**src/rtl/mc_ctrl_pkg.sv**
```systemverilog
// Shared encodings for the multicycle MIPS control unit: states, opcodes and
// the datapath select codes driven by the state decode.
package mc_ctrl_pkg;

   typedef enum logic [3:0] {
      S_FETCH  = 4'd0,
      S_DECODE = 4'd1,
      S_MEMADR = 4'd2,
      S_MEMRD  = 4'd3,
      S_MEMWB  = 4'd4,
      S_MEMWR  = 4'd5,
      S_EXEC   = 4'd6,
      S_RCOMP  = 4'd7,
      S_BRANCH = 4'd8,
      S_JUMP   = 4'd9,
      S_ADDIEX = 4'd10,
      S_ADDIWB = 4'd11
   } state_t;

   localparam logic [5:0] OP_RTYPE = 6'b000000;
   localparam logic [5:0] OP_LW    = 6'b100011;
   localparam logic [5:0] OP_SW    = 6'b101011;
   localparam logic [5:0] OP_BEQ   = 6'b000100;
   localparam logic [5:0] OP_J     = 6'b000010;
   localparam logic [5:0] OP_ADDI  = 6'b001000;

   localparam logic [1:0] ALUOP_ADD   = 2'b00;
   localparam logic [1:0] ALUOP_SUB   = 2'b01;
   localparam logic [1:0] ALUOP_FUNCT = 2'b10;

   localparam logic [1:0] SRCB_REG     = 2'b00;
   localparam logic [1:0] SRCB_FOUR    = 2'b01;
   localparam logic [1:0] SRCB_IMM     = 2'b10;
   localparam logic [1:0] SRCB_IMM_SH2 = 2'b11;

   localparam logic [1:0] PCSRC_ALU    = 2'b00;
   localparam logic [1:0] PCSRC_ALUOUT = 2'b01;
   localparam logic [1:0] PCSRC_JUMP   = 2'b10;

   function automatic logic is_supported(input logic [5:0] op);
      return (op == OP_RTYPE) || (op == OP_LW) || (op == OP_SW) ||
             (op == OP_BEQ) || (op == OP_J) || (op == OP_ADDI);
   endfunction

endpackage

```
**src/rtl/mc_ctrl_outputs.sv**
```systemverilog
// Purely combinational Moore decode: control strobes and selects as a
// function of the current state only.
module mc_ctrl_outputs
   import mc_ctrl_pkg::*;
(
   input  state_t     state,
   output logic       PCWrite,
   output logic       PCWriteCond,
   output logic       IorD,
   output logic       MemRead,
   output logic       MemWrite,
   output logic       IRWrite,
   output logic       MemtoReg,
   output logic       RegDst,
   output logic       RegWrite,
   output logic       ALUSrcA,
   output logic [1:0] ALUSrcB,
   output logic [1:0] ALUOp,
   output logic [1:0] PCSource
);

   always_comb begin
      PCWrite     = 1'b0;
      PCWriteCond = 1'b0;
      IorD        = 1'b0;
      MemRead     = 1'b0;
      MemWrite    = 1'b0;
      IRWrite     = 1'b0;
      MemtoReg    = 1'b0;
      RegDst      = 1'b0;
      RegWrite    = 1'b0;
      ALUSrcA     = 1'b0;
      ALUSrcB     = SRCB_REG;
      ALUOp       = ALUOP_ADD;
      PCSource    = PCSRC_ALU;
      case (state)
         S_FETCH: begin
            MemRead = 1'b1;
            IRWrite = 1'b1;
            PCWrite = 1'b1;
            ALUSrcB = SRCB_FOUR;
         end
         // DECODE speculatively forms the branch target into ALUOut
         S_DECODE: begin
            ALUSrcB = SRCB_IMM_SH2;
         end
         S_MEMADR: begin
            ALUSrcA = 1'b1;
            ALUSrcB = SRCB_IMM;
         end
         S_MEMRD: begin
            MemRead = 1'b1;
            IorD    = 1'b1;
         end
         S_MEMWB: begin
            RegWrite = 1'b1;
            MemtoReg = 1'b1;
         end
         S_MEMWR: begin
            MemWrite = 1'b1;
            IorD     = 1'b1;
         end
         S_EXEC: begin
            ALUSrcA = 1'b1;
            ALUOp   = ALUOP_FUNCT;
         end
         S_RCOMP: begin
            RegWrite = 1'b1;
            RegDst   = 1'b1;
         end
         S_BRANCH: begin
            ALUSrcA     = 1'b1;
            ALUOp       = ALUOP_SUB;
            PCWriteCond = 1'b1;
            PCSource    = PCSRC_ALUOUT;
         end
         S_JUMP: begin
            PCWrite  = 1'b1;
            PCSource = PCSRC_JUMP;
         end
         S_ADDIEX: begin
            ALUSrcA = 1'b1;
            ALUSrcB = SRCB_IMM;
         end
         S_ADDIWB: begin
            RegWrite = 1'b1;
         end
         default: begin
         end
      endcase
   end

endmodule

```
**src/rtl/mc_control_fsm.sv**
```systemverilog
// Multicycle control unit: next-state logic, state register and the
// retired-instruction counter, with the output decode in mc_ctrl_outputs.
module mc_control_fsm
   import mc_ctrl_pkg::*;
#(
   parameter int CNT_W = 32
) (
   input  logic             clk,
   input  logic             rst,
   input  logic [5:0]       opcode,
   output logic             PCWrite,
   output logic             PCWriteCond,
   output logic             IorD,
   output logic             MemRead,
   output logic             MemWrite,
   output logic             IRWrite,
   output logic             MemtoReg,
   output logic             RegDst,
   output logic             RegWrite,
   output logic             ALUSrcA,
   output logic [1:0]       ALUSrcB,
   output logic [1:0]       ALUOp,
   output logic [1:0]       PCSource,
   output logic             illegal,
   output logic [3:0]       state,
   output logic [CNT_W-1:0] retired
);

   state_t cur_state;
   state_t next_state;
   logic   retire;

   always_ff @(posedge clk or posedge rst) begin
      if (rst) begin
         cur_state <= S_FETCH;
      end else begin
         cur_state <= next_state;
      end
   end

   always_comb begin
      next_state = S_FETCH;
      illegal    = 1'b0;
      retire     = 1'b0;
      case (cur_state)
         S_FETCH: next_state = S_DECODE;
         S_DECODE: begin
            case (opcode)
               OP_LW, OP_SW: next_state = S_MEMADR;
               OP_RTYPE:     next_state = S_EXEC;
               OP_BEQ:       next_state = S_BRANCH;
               OP_J:         next_state = S_JUMP;
               OP_ADDI:      next_state = S_ADDIEX;
               default:      next_state = S_FETCH;
            endcase
            illegal = !is_supported(opcode);
         end
         // Only lw and sw can reach MEMADR, and the IR holds the opcode steady
         S_MEMADR: next_state = (opcode == OP_SW) ? S_MEMWR : S_MEMRD;
         S_MEMRD:  next_state = S_MEMWB;
         S_EXEC:   next_state = S_RCOMP;
         S_ADDIEX: next_state = S_ADDIWB;
         S_MEMWB, S_MEMWR, S_RCOMP, S_BRANCH, S_JUMP, S_ADDIWB: begin
            next_state = S_FETCH;
            retire     = 1'b1;
         end
         default: next_state = S_FETCH;
      endcase
   end

   always_ff @(posedge clk or posedge rst) begin
      if (rst) begin
         retired <= '0;
      end else if (retire) begin
         retired <= retired + 1'b1;
      end
   end

   assign state = cur_state;

   mc_ctrl_outputs u_outputs (
      .state       (cur_state),
      .PCWrite     (PCWrite),
      .PCWriteCond (PCWriteCond),
      .IorD        (IorD),
      .MemRead     (MemRead),
      .MemWrite    (MemWrite),
      .IRWrite     (IRWrite),
      .MemtoReg    (MemtoReg),
      .RegDst      (RegDst),
      .RegWrite    (RegWrite),
      .ALUSrcA     (ALUSrcA),
      .ALUSrcB     (ALUSrcB),
      .ALUOp       (ALUOp),
      .PCSource    (PCSource)
   );

endmodule

```
**config.mk**
```make
export PLATFORM = sky130hd
export DESIGN_NAME = mc_control_fsm
export DESIGN_NICKNAME = d
export VERILOG_FILES = /design/src/rtl/mc_ctrl_pkg.sv /design/src/rtl/mc_ctrl_outputs.sv /design/src/rtl/mc_control_fsm.sv
export SDC_FILE = /design/constraint.sdc
export NUM_CORES = 1
export LEC_CHECK = 0
export BUFFER_PORTS_ARGS = -buffer_cell sky130_fd_sc_hd__clkbuf_2
export CORE_UTILIZATION = 40
export DETAILED_ROUTE_END_ITERATION = 16
export PLACE_DENSITY = 0.75
export SLEW_MARGIN = 20
export SYNTH_ARGS = -nofsm -noshare
export SYNTH_HDL_FRONTEND = slang
export SYNTH_SLANG_ARGS = --single-unit
```
**constraint.sdc**
```tcl
create_clock -name clk -period 3.05 [get_ports clk]
set_clock_uncertainty 0.1 [all_clocks]
set_input_delay 0.1525 -clock clk [delete_from_list [all_inputs] [get_ports clk]]
set_output_delay 0.1525 -clock clk [all_outputs]
set_load 0.01 [all_outputs]
```
==> flow_summary.toml, run 1 <==
[cells_and_area]
final_core_util = 0.514
antenna_cells = 0
regArea_um2 = 901
drive_gt1_frac = 0.351
fillers = 489
multi_input_area_um2 = 1080
areaGrowthSynthToFinish_pct = 19.8
nets = 271

[grt]
grt_max_degree = 37
grt-ovfl-total = 0
grt_pass1_wl_um = 6900
gr-usage-all-layers = 0.162
antenna_found_initial = 0
grt_pass1_vias = 1471

[yosys]
synth-edff-count = 0
ys_warn_count = 0
syn_area_um2 = 2090
ys_async_sr_fraction = 1.00
ys_seq_elements = 36
synth_most_common_cell = "dfrtp_1"
synthDistinctLibCells = 38
netlist_top_cells_area = "dfrtp_1 (43%), xor2_1 (11%), nor4_2 (7.8%)"
syn_avg_cell_area_um2 = 10.1
seq_area_frac_synth = 0.430
syn_inst = 207
synth_top_area_share = 0.430
synthFlopType = "dfrtp_1"
synth_fp_nets = 216
synth.largest_area_cell = "dfrtp_1"
synth.top_cells.by_count = "dfrtp_1 (36), xor2_1 (27), nand2_1 (14), nor2_1 (14), nor4_2 (13)"

[floorplan]
fp.dieH_um = 74.4
pin_count = 61
core_area_um2 = 4880
die_area_um2 = 5530
die_w_um = 74.4
row_count = 25
start_util = 0.429

[timing]
rsz0062_at_grt = "false"
slew_violations = 0
period_share = 0.688
fin_crit_ns = 2.10
hold_viol = 0
max_freq_mhz = 477
setup_tns_ns = 0
worst_slew_pin_slew_ns = 0.644
slew_headroom = 0.570
setup_viol = 0

[setup_path]
cp_max_fo = 15
cp.required_ns = 3.16
crit_family = "simple AND/OR/NAND/NOR gates"
worstSetupStartpointType = "flop"
setup.worst_path.end_class = "flop"
timing.critical_path.slowest_stage_cell = "dfrtp_1"
crit_path_max_incr_delay_ns = 0.62
crit_type = "flop to flop"
cp.buffers_inverters = 0
cp.arrival_ns = 2.21
path_cells = "xor2_2, nand3_2, nor4_1, xor2_1"

[power_and_ir_drop]
totalPowerFinal_uw = 1270
p_per_area_nw_per_um2 = 507
ir_worst_vdd_v = 0.000250
leakagePower_uw = 0.00126

[placed_design]
gp_congestion = 0.808
dp_hpwl_um = 3040
portBuffers = 60

[cts]
cts_buffers = 5
path_clk_slew_ns = 0.07
insertion_delay_ns = 0.28
cts_sinks = 36
cts_buffer_depth = 2
cts_tree = "yes"
post-cts-setup-buffer-count = 0
cts_root_buf = "clkbuf_8"
htree_levels = 2

[routing]
drc = 0
drt_iter0_drc = 104
drt-wirelength-per-cell_um = 12.9
vias = 1725
drtPass1Iterations = 4
post_drt_via_cell_ratio = 5.24
drtAntennaViolNets = 0
wirelength_um = 4250

[run_status]
outcome = "finished, final reports clean"

[flow_run]
drv_cap = 0

[min_path]
hold_path_class = "input port to flop"
[layer usage]
layer / track usage / routed length (um) / part of all wire / vias up
met3: 0.0488 / 213 / 0.050 / 4
li1: - / - / - / 842
met1: 0.221 / 1920 / 0.45 / 839
met4: 0.0503 / 38 / 0.0089 / 0
met5: 0 / 0 / 0 / -
met2: 0.248 / 2080 / 0.49 / 40
[logic make-up after synthesis]
logic type,after synthesis,synth area share
AOI/OAI and AO/OA,16,0.0496
xor gates and xnor gates,34,0.146
adders and majority gates,1,0.00597
and+or+nand+nor,98,0.311
buffers and inverters,21,0.0526
DFF,36,0.430
muxes,1,0.00538
[repair_timing]
action | 4_1_cts | 5_1_grt
hold buffers | 1 | 0
hold endpoints to repair | 36 | 0
gates resized for setup | 0 | 0
[worst paths after layout]
check / slack, ns / to / start / depth (start not counted)
max in group asynchronous: 2.15 / retired[25] / rst / 4
worst max register to register: 0.95 / retired[20] / state[2] / 4
worst min register to register: 0.38 / retired[25] / retired[25] / 1
worst max-delay path: 0.95 / retired[20] / state[2] / 4
min in group asynchronous: 0.39 / retired[15] / rst / 4
worst min-delay path: 0.14 / state[0] / opcode[1] / 2
[metrics by stage]
step	hold slack, ns	cell area [um2]	std cells	setup slack (ns)
floorplan	0.219	2090	207	1.29
global placement	0.163	2400	321	0.998
detailed placement	0.158	2400	321	0.969
CTS	0.124	2510	329	0.925
global route	0.140	2510	329	0.747
finish	0.140	2510	329	0.952
[where the power goes]
group	switching (uW)	leakage, uW	internal (uW)	total, uW
clock	160	0.0000503	201	361
combinational	181	0.000719	144	325
sequential	73.5	0.000494	512	586
total	414	0.00126	858	1270
[worst register-to-register path: stages (launching register included)]
cell and delay, ns:
dfrtp_1 0.62, xor2_2 0.31, nand3_2 0.39, nor4_1 0.45
xor2_1 0.17
[state kept, by name, indices dropped and copies added (netlist names)]
name	cells
retired	32
state	4
[cell type report]
class / count / share of cell area
clock buffer: 7 / 0.0384
timing repair buffer: 62 / 0.127
inverter: 7 / 0.0105
sequential: 36 / 0.359
tap: 67 / 0.0334
multi-input combinational: 150 / 0.432
[placed cells by master (no fill, tap or decap), types with 6 or more instances in the layout]
| cell type | n |
|---|---|
| inv_1 | 7 |
| nand2_1 | 14 |
| nor3_1 | 12 |
| nor2_1 | 14 |
| clkbuf_2 | 60 |
| nand3_1 | 12 |
| xnor2_1 | 6 |
| xor2_1 | 27 |
| a21oi_1 | 6 |
| dfrtp_1 | 36 |
| nor4_2 | 13 |
| clkbuf_8 | 7 |
Power figures use the tool's default switching activity.
==> run 2, diff against run 1 <==
Clock period 3.05 ns to 2.05 ns, I/O delays scaled along.
==> run 2 against run 1 <==
  * Clock power rose by 140%
  * Non-clock buffer count rose by 11
  * Maximum frequency rose by 10%
  * Register-to-register slack got worse by 0.81 ns
  * Hold slack got worse by 0.067 ns
  * Setup slack got worse by 0.81 ns
  * Sequential power rose by 41%
  * First-iteration DRC count fell by 38%
  * Die area did not move
  * Core utilization rose by 3.2 points
  * Highest routed layer unchanged
==> flow_summary.toml, run 2 (synthesized netlist as in run 1, its figures left out) <==
[placed_design]
portBuffers = 60
pre_cts_ws_ns = 0.149
dp_hpwl_um = 3200
gp_congestion = 0.783

[timing]
max_freq_mhz = 525
slew_headroom = 0.692
setup_ws_ns = 0.145
slew_violations = 0
setup_tns_ns = 0
fin_crit_ns = 1.91
hold_viol = 0
rsz0062_at_grt = "false"
worst_slew_pin_slew_ns = 0.461
setup_viol = 0
period_share = 0.929

[flow_run]
drv_cap = 0

[cells_and_area]
nets = 282
antenna_cells = 0
regMostFlops = "retired"
largest_reg_flops = 32
areaGrowthSynthToFinish_pct = 27.3
final_common_cell = "clkbuf_2"
final_cell_mix = "clkbuf_2 (60), dfrtp_1 (36), xor2_1 (27)"
drive_gt1_frac = 0.380

[power_and_ir_drop]
p_int_uw = 1610
p_per_area_nw_per_um2 = 849
switching_power_uw = 651
ir_worst_vdd_v = 0.000401
combPwrFrac = 0.249
p_seq_frac = 0.364
clock_power_share = 0.387
leakagePower_uw = 0.00135
p_sw_frac = 0.288

[floorplan]
core_area_um2 = 4880
die_area_um2 = 5530
pin_count = 61
row_count = 25
fp.dieH_um = 74.4
die_w_um = 74.4
start_util = 0.429

[grt]
grt_pass1_vias = 1543
grt_max_degree = 37
antenna_found_initial = 0
gr-usage-all-layers = 0.171
grt-ovfl-total = 0
grt_pass1_wl_um = 7170

[routing]
vias = 1774
post_drt_via_cell_ratio = 5.20
drtAntennaViolNets = 0
drc = 0
drt-wirelength-per-cell_um = 13.1
wirelength_um = 4480
drt_iter0_drc = 64
drtPass1Iterations = 4

[setup_path]
worstSetupStartpointType = "flop"
timing.critical_path.slowest_stage_cell = "or4_1"
crit_family = "simple AND/OR/NAND/NOR gates"
cp.buffers_inverters = 1
cp_max_fo = 10
path_cells = "nand4_1, or4_1, buf_4, nor4_2, xor2_1"
setup.worst_path.end_class = "flop"
crit_type = "flop to flop"
cp.arrival_ns = 2.02
crit_path_max_incr_delay_ns = 0.54
cp.required_ns = 2.16

[cts]
cts_tree = "yes"
htree_levels = 2
insertion_delay_ns = 0.29
cts_buffer_depth = 2
cts_root_buf = "clkbuf_8"
path_clk_slew_ns = 0.07
cts_resized = 0
cts_buffers = 5
cts_sinks = 36

[min_path]
hold_path_class = "input port to flop"

[run_status]
outcome = "finished, final reports clean"
[run 2: changes by cell type in the layout (fill, tap and decap cells not counted)]
| cell | previous run | this run |
|---|---|---|
| bufinv_16 | 0 | 3 |
| buf_4 | 1 | 11 |
| clkbuf_8 | 7 | 5 |
| buf_12 | 0 | 1 |
[run 2: timing repair]
action	CTS	global route
setup endpoints to repair	0	0
hold buffers	1	0
endpoints found under the hold margin	36	0
setup buffers	0	0
[run 2: per-layer routing]
metal | vias up | part of all wire | GRT usage
li1 | 861 | - | -
met1 | 855 | 0.43 | 0.220
met2 | 50 | 0.52 | 0.280
met3 | 8 | 0.039 | 0.0366
met4 | 0 | 0.014 | 0.0692
met5 | - | 0 | 0
[run 2: area by class of cell]
| class | count | area [um2] |
|---|---|---|
| timing repair buffer | 73 | 413 |
| tap | 67 | 83.8 |
| clock buffer | 5 | 68.8 |
| fill | 457 | 2210 |
| sequential | 36 | 901 |
| inverter | 7 | 26.3 |
| multi-input combinational | 150 | 1080 |
| clock inverter | 3 | 90.1 |
[run 2: path summary, 6_finish.rpt]
path	startpoint	endpoint	slack [ns]	cells past startpoint
worst max-delay path	retired[8]	retired[30]	0.14	5
worst min-delay path	opcode[1]	state[0]	0.07	2
worst max register to register	retired[8]	retired[30]	0.14	5
worst min register to register	retired[31]	retired[31]	0.37	1
max in group asynchronous	rst	retired[6]	1.19	4
min in group asynchronous	rst	retired[12]	0.34	4
[run 2: power by group through the flow]
stage	Clock, uW	Sequential, uW	Combinational, uW
after CTS	891	826	569
final	875	824	564
after detailed placement	0	840	567
after global placement	0	838	558
after global routing	922	836	610
after floorplan	0	864	327
[run 2: stage by stage]
stage / util / instances / hold WS [ns] / area (um2) / total power, uW
2_1_floorplan: - / 207 / 0.169 / 2090 / 1190
3_3_place_gp: 0.512 / 332 / 0.117 / 2500 / 1400
3_5_place_dp: 0.512 / 332 / 0.119 / 2500 / 1410
4_1_cts: 0.546 / 341 / 0.0689 / 2670 / 2290
5_1_grt: 0.546 / 341 / 0.0960 / 2670 / 2370
6_report: 0.546 / 341 / 0.0731 / 2670 / 2260
==> run 3, diff against run 2 <==
Settings changed: CTS_CLUSTER_DIAMETER set to 200, PLACE_DENSITY 0.75 to 0.78.
Clock period 2.05 ns to 1.7 ns, I/O delays scaled along.
==> run 3 against run 2 <==
  * The flow now finishes with violations (negative setup slack)
  * Critical path depth stayed put
  * Die area stayed put
  * Flip-flop and latch count stayed put
  * Power is 7.9% higher
  * Setup slack worse by 0.17 ns
  * Register-to-register slack worse by 0.17 ns
  * Non-clock buffer count is 25 higher
  * Via count is 6.5% higher
  * Clock-buffer cell count is 2 higher
  * Maximum frequency is 10% higher
  * Combinational power is 54% higher
==> flow_summary.toml, run 3 (synthesized netlist as in run 1, its figures left out) <==
[routing]
drc = 0
drt_iter0_drc = 92
wirelength_um = 5010
post_drt_via_cell_ratio = 5.16
vias = 1890
drtAntennaViolNets = 0
drt-wirelength-per-cell_um = 13.7
drtPass1Iterations = 5

[min_path]
hold_path_class = "input port to flop"

[cells_and_area]
final_cells = 366
drive_gt1_frac = 0.478
final_cell_mix = "clkbuf_2 (59), dfrtp_1 (32), buf_4 (30)"
fillers = 416
multi_input_area_um2 = 1210
nets = 307
areaGrowthSynthToFinish_pct = 41.3
antenna_cells = 0
final_core_util = 0.607
largest_reg_flops = 32
regArea_um2 = 906
regMostFlops = "retired"
final_common_cell = "clkbuf_2"

[placed_design]
dp_hpwl_um = 3430
dp.cells = 353
pre_cts_ws_ns = -0.0369
gp_congestion = 0.786
portBuffers = 60

[timing]
fin_crit_ns = 1.73
worst_slew_pin_slew_ns = 0.444
setup_tns_ns = -0.128
setup_ws_ns = -0.0303
setup_viol = 7
hold_viol = 0
slew_headroom = 0.704
max_freq_mhz = 578
slew_violations = 0
rsz0062_at_grt = "true"
period_share = 1.02

[floorplan]
pin_count = 61
row_count = 25
fp.dieH_um = 74.4
core_area_um2 = 4880
start_util = 0.429
die_area_um2 = 5530
die_w_um = 74.4

[flow_run]
drv_cap = 0

[power_and_ir_drop]
p_per_area_nw_per_um2 = 825
switching_power_uw = 828
totalPowerFinal_uw = 2440
leakagePower_uw = 0.00155
p_sw_frac = 0.339
ir_worst_vdd_v = 0.000578
clock_power_share = 0.245
p_int_uw = 1610
p_seq_frac = 0.399
combPwrFrac = 0.356

[cts]
insertion_delay_ns = 0.29
cts_root_buf = "clkbuf_8"
htree_levels = 2
path_clk_slew_ns = 0.08
cts_buffers = 5
cts_buffer_depth = 2
cts_sinks = 36
cts_tree = "yes"

[setup_path]
cp.required_ns = 1.82
worstSetupStartpointType = "flop"
cp.arrival_ns = 1.85
cp_max_fo = 10
setup.worst_path.end_class = "flop"
crit_type = "flop to flop"

[grt]
grt_pass1_wl_um = 7910
grt_pass1_vias = 1730
antenna_found_initial = 0
grt_max_degree = 37
gr-usage-all-layers = 0.186
grt-ovfl-total = 0

[run_status]
violations = "negative setup slack"
outcome = "finished with violations"
## run 3: layout make-up
cell class                 count  share of cell area
inverter                       7             0.00888
clock inverter                 1             0.00296
clock buffer                   7              0.0258
timing repair buffer          98               0.220
sequential                    36               0.306
multi-input combinational    150               0.408
tap                           67              0.0283
## run 3: power groups by stage
| stage | Combinational, uW | Clock, uW | Sequential [uW] |
|---|---|---|---|
| after floorplan | 395 | 0 | 1040 |
| after global placement | 765 | 0 | 977 |
| after detailed placement | 774 | 0 | 979 |
| after CTS | 806 | 615 | 965 |
| after global routing | 958 | 642 | 978 |
| final | 871 | 599 | 974 |
## run 3: repair_timing
| item | 4_1_cts | 5_1_grt |
|---|---|---|
| resized for setup | 10 | 21 |
| hold buffers | 1 | 0 |
| setup buffers | 0 | 4 |
| pin swaps | 1 | 5 |
| endpoints found under the setup margin | 16 | 24 |
| endpoints found under the hold margin | 36 | 0 |
## run 3: per-stage QoR
step | hold WS (ns) | cell area, um2
global route | 0.0678 | 2960
global placement | 0.0908 | 2670
floorplan | 0.152 | 2100
finish | 0.0529 | 2960
detailed placement | 0.0939 | 2670
CTS | 0.0429 | 2830
## run 3: path summary, 6_finish.rpt
kind	from	to	slack (ns)	depth (start not counted)
worst max-delay path	retired[8]	retired[27]	-0.03	5
worst min-delay path	opcode[1]	state[0]	0.05	2
worst max register to register	retired[8]	retired[27]	-0.03	5
worst min register to register	retired[31]	retired[31]	0.38	1
max in group asynchronous	rst	retired[15]	0.85	4
min in group asynchronous	rst	state[1]	0.32	4
## run 3: critical path, cell delays in order (launching register included)
cell	delay, ns
dfrtp_2	0.36
nand4_1	0.13
or4_4	0.57
buf_12	0.17
nor4_2	0.17
xor2_1	0.16
## run 3: metal layers
layer,GRT usage,share of wire,vias up
met3,0.0366,0.026,7
met4,0.0629,0.015,0
li1,-,-,914
met2,0.326,0.53,35
met5,0,0,-
met1,0.228,0.43,934
